**src/rtl/mul_share_arbiter.sv**
```systemverilog
// rtl/mul_share_arbiter.sv - round-robin arbiter sharing one serial multiplier between two requesters
module mul_share_arbiter #(
    parameter int N     = 32,
    parameter int CNT_W = $clog2(2*N)+1
) (
    input  logic           clk,
    input  logic           rst,
    input  logic           req0,
    input  logic [N-1:0]   a0,
    input  logic [N-1:0]   b0,
    output logic           done0,
    input  logic           req1,
    input  logic [N-1:0]   a1,
    input  logic [N-1:0]   b1,
    output logic           done1,
    output logic [2*N-1:0] result,
    output logic           busy,
    output logic           gnt_id,
    output logic           mul_start,
    output logic [N-1:0]   mul_multiplier,
    output logic [N-1:0]   mul_multiplicand,
    input  logic           mul_out
);

    typedef enum logic [1:0] {IDLE, START, RUN, DONE} state_t;

    localparam logic [CNT_W-1:0] LAST_BIT = CNT_W'(2*N-1);

    state_t           state;
    logic [CNT_W-1:0] cnt;
    logic             last_srv;
    logic             pick;

    // On a tie the requester not served last time wins; otherwise the sole requester.
    assign pick = (req0 && req1) ? ~last_srv : req1;

    always_ff @(posedge clk) begin
        if (rst) begin
            state            <= IDLE;
            done0            <= 1'b0;
            done1            <= 1'b0;
            busy             <= 1'b0;
            mul_start        <= 1'b0;
            gnt_id           <= 1'b0;
            result           <= '0;
            mul_multiplier   <= '0;
            mul_multiplicand <= '0;
            cnt              <= '0;
            last_srv         <= 1'b1;
        end else begin
            done0     <= 1'b0;
            done1     <= 1'b0;
            mul_start <= 1'b0;
            case (state)
                IDLE: begin
                    if (req0 || req1) begin
                        gnt_id           <= pick;
                        mul_multiplier   <= pick ? a1 : a0;
                        mul_multiplicand <= pick ? b1 : b0;
                        mul_start        <= 1'b1;
                        busy             <= 1'b1;
                        state            <= START;
                    end
                end
                START: begin
                    cnt    <= '0;
                    result <= '0;
                    state  <= RUN;
                end
                RUN: begin
                    // LSB arrives first, so shifting right leaves it in result[0].
                    result <= {mul_out, result[2*N-1:1]};
                    cnt    <= cnt + CNT_W'(1);
                    if (cnt == LAST_BIT) begin
                        done0 <= ~gnt_id;
                        done1 <= gnt_id;
                        state <= DONE;
                    end
                end
                DONE: begin
                    last_srv <= gnt_id;
                    gnt_id   <= 1'b0;
                    busy     <= 1'b0;
                    state    <= IDLE;
                end
                default: state <= IDLE;
            endcase
        end
    end

endmodule
```
**config.mk**
```make
export PLATFORM = sky130hd
export DESIGN_NAME = mul_share_arbiter
export DESIGN_NICKNAME = d
export VERILOG_FILES = /design/src/rtl/mul_share_arbiter.sv
export SDC_FILE = /design/constraint.sdc
export NUM_CORES = 1
export LEC_CHECK = 0
export ABC_AREA = 0
export BUFFER_PORTS_ARGS = -buffer_cell sky130_fd_sc_hd__buf_4
export CAP_MARGIN = 20
export CORE_MARGIN = 3
export CORE_UTILIZATION = 42
export CTS_CLUSTER_SIZE = 24
export DETAILED_ROUTE_END_ITERATION = 6
export GPL_TIMING_DRIVEN = 0
export PLACE_DENSITY = 0.74
export SLEW_MARGIN = 5
export SYNTH_ARGS = -nofsm -noshare
export SYNTH_HDL_FRONTEND = slang
export SYNTH_SLANG_ARGS = --single-unit
```
**constraint.sdc**
```tcl
create_clock -name clk -period 4.2 [get_ports clk]
set_input_delay 0.42 -clock clk [delete_from_list [all_inputs] [get_ports clk]]
set_output_delay 0.42 -clock clk [all_outputs]
set_load 0.02 [all_outputs]
```
==> results.cfg <==
[outcome]
run_status = finished clean

[detailed_routing]
drt-pass1-iter-count = 4
viasPerCell = 5.10
drc_errors = 0
totalWireLength_um = 15800
wl_per_cell_um = 16.4
ant_nets = 0
via_count = 4911
drt-initial-drc-count = 319

[place]
io_buffer_count = 265
dp_slack_ps = 2340
place_inst = 933
dp_hpwl_um = 12300
gp_congestion = 0.857

[clock_network]
clockBufferDepth = 2
cts_buffers = 17
numClockSinks = 143
cts_setup_buffers = 0
htreeDepth = 4
ctsHoldBuffers = 0
cts_tree = done
clock_latency_ps = 410
clock-root-buffer = clkbuf_16
clk_pin_slew_worst_paths_ps = 60
cts.repair.resized = 0

[finish]
antenna_cells = 0
layout-area-overhead-vs-synth_pct = 50.0
drive_above_1_share = 0.392
nets = 922
post-route-util = 0.662
multi_input_area_mm2 = 0.00228
register_area_mm2 = 0.00286
fillerInstances = 1047
fin_cells = 963

[timing]
finalMaxSlewViolations = 0
fin_ws_ps = 2280
final.min_clock_period_ps = 1920
setup_viol = 0
slew_headroom = 0.630
fin_crit_sh = 0.456
rsz0062_at_grt = no
fin_hold_ws_ps = 245
worst_pin_slew_ps = 555
final_hold_viol_count = 0
tns_ps = 0
fin_skew_ps = 10.1
fmax_mhz = 522

[power_and_ir_drop]
p_leak_uw = 0.00369
p_per_area_mw_per_mm2 = 562
vdd_drop_max_v = 0.000372

[logic_synthesis]
synth_top_area_frac = 0.527
synth_edf_count = 0
yosysUniqueCellTypes = 32
seq_area_frac_synth = 0.527
synth.largest_area_cell = dfxtp_1
avgSynthCellArea_um2 = 10.9
synth_area_mm2 = 0.00543
ys_ff_latch = 143
syn_nets = 638
ys_warn_count = 0
synth_top_flop_cell = dfxtp_1
yosysMostFrequentCell = dfxtp_1
synth_common_cells = dfxtp_1, nor2_1, a211oi_1, a22o_1, mux2i_1
synth_area_leaders = dfxtp_1, mux2i_1, a22o_1, a211oi_1, nor2_1
syn_inst = 500
synthArstFlopShare = 0

[floorplanning]
dieArea_mm2 = 0.0143
die-width_um = 120
ios = 266
core_mm2 = 0.0123
initial_utilization = 0.441
die_h_um = 120
rows = 40

[critical_path]
required_ps = 4550
reg2reg_slack_ps = 2280
arrival_ps = 2260
startpoint = state[0]$_SDFFE_PP0P_
path_max_fanout = 10
setup.worst_path.end_class = register
reg2reg_to = result[22]$_SDFFE_PP0P_
rr_startpoint = state[0]$_SDFFE_PP0P_
reg2reg_depth = 6
crit_type = register to register
start_kind = register

[global_routing]
grt_util_met2 = 0.373
grt_max_degree = 17
antenna_found_initial = 0
grt_usage = 0.218
grtUsageMet1 = 0.253
globalRouteMet3Util = 0.0669
gr-total-overflow = 0
top_usage_layer = met2
grt_pass1_vias = 4856
grt_pass1_wl_um = 24800

[min_path]
hp-class = primary input to register
hold_end = result[63]$_SDFFE_PP0P_
min_from = mul_out
worstHoldPathCells = 2

[job]
drv_cap = 0
cells by family after synthesis:
| logic type | Yosys count | share of synthesized area |
|---|---|---|
| AO/OA/AOI/OAI | 145 | 0.213 |
| flip-flops | 143 | 0.527 |
| AND/OR/NAND/NOR | 91 | 0.0710 |
| multiplexers | 65 | 0.120 |
| buffers and inverters | 48 | 0.0530 |
| adder cells (fa/ha/maj) | 5 | 0.0115 |
| XOR/XNOR | 3 | 0.00484 |
placed cells by master, fill, tap and decap left out, drive strengths merged, types with 2 or more instances in the layout:
master / n
or3: 3
o21ai: 3
mux2i: 65
nor2: 70
a21oi: 5
nand2b: 3
nand2: 5
clkbuf: 42
nor2b: 2
xor2: 3
a21boi: 2
a22o: 65
a211o: 2
dfxtp: 143
nand4: 2
inv: 5
clkinv: 7
a211oi: 65
buf: 289
nor4: 2
ha: 5
state kept, by name, summed over array words and instances, names as in the netlist:
name              cells
mul_start             1
mul_multiplier       32
done0                 1
cnt                   7
busy                  1
state                 2
last_srv              1
mul_multiplicand     32
gnt_id                1
result               64
done1                 1
cell type report:
| class | instances | area share |
|---|---|---|
| plain buffers | 43 | 0.0330 |
| multi-input cells | 309 | 0.280 |
| well taps | 168 | 0.0258 |
| repair buffers | 265 | 0.244 |
| clock inverters | 7 | 0.00476 |
| flip-flops and latches | 143 | 0.351 |
| inverters | 5 | 0.00230 |
| clock buffers | 23 | 0.0587 |
where the power goes:
group	switching [uW]	internal [uW]	total (uW)	leakage, uW
combinational	942	634	1580	0.00226
clock	515	788	1300	0.000262
sequential	121	1580	1700	0.00117
total	1580	3000	4580	0.00369
metal layers:
metal | vias up | share of wire
li1 | 2415 | -
met1 | 2288 | 0.41
met2 | 183 | 0.50
met3 | 25 | 0.065
met4 | 0 | 0.027
met5 | - | 0
worst max-delay path by stage:
stage,to,depth (start not counted)
global placement,result[57]$_SDFFE_PP0P_,6
CTS,result[56]$_SDFFE_PP0P_,6
finish,result[22]$_SDFFE_PP0P_,6
detailed placement,result[0]$_SDFFE_PP0P_,6
floorplan,cnt[1]$_SDFFE_PP0P_,6
global route,result[56]$_SDFFE_PP0P_,6
per-stage QoR:
step | power (uW) | cell area (um2)
after detailed placement | 3300 | 7630
after global routing | 4830 | 8150
final | 4580 | 8150
after CTS | 4620 | 8150
after floorplan | 2660 | 5430
after global placement | 3260 | 7630
critical path: stages, from the launching register on:
cell	delay, ps
dfxtp_1	340
inv_1	90
ha_1	410
nor2_1	160
buf_2	240
buf_1	400
a22o_1	200
Power figures use the tool's default switching activity.
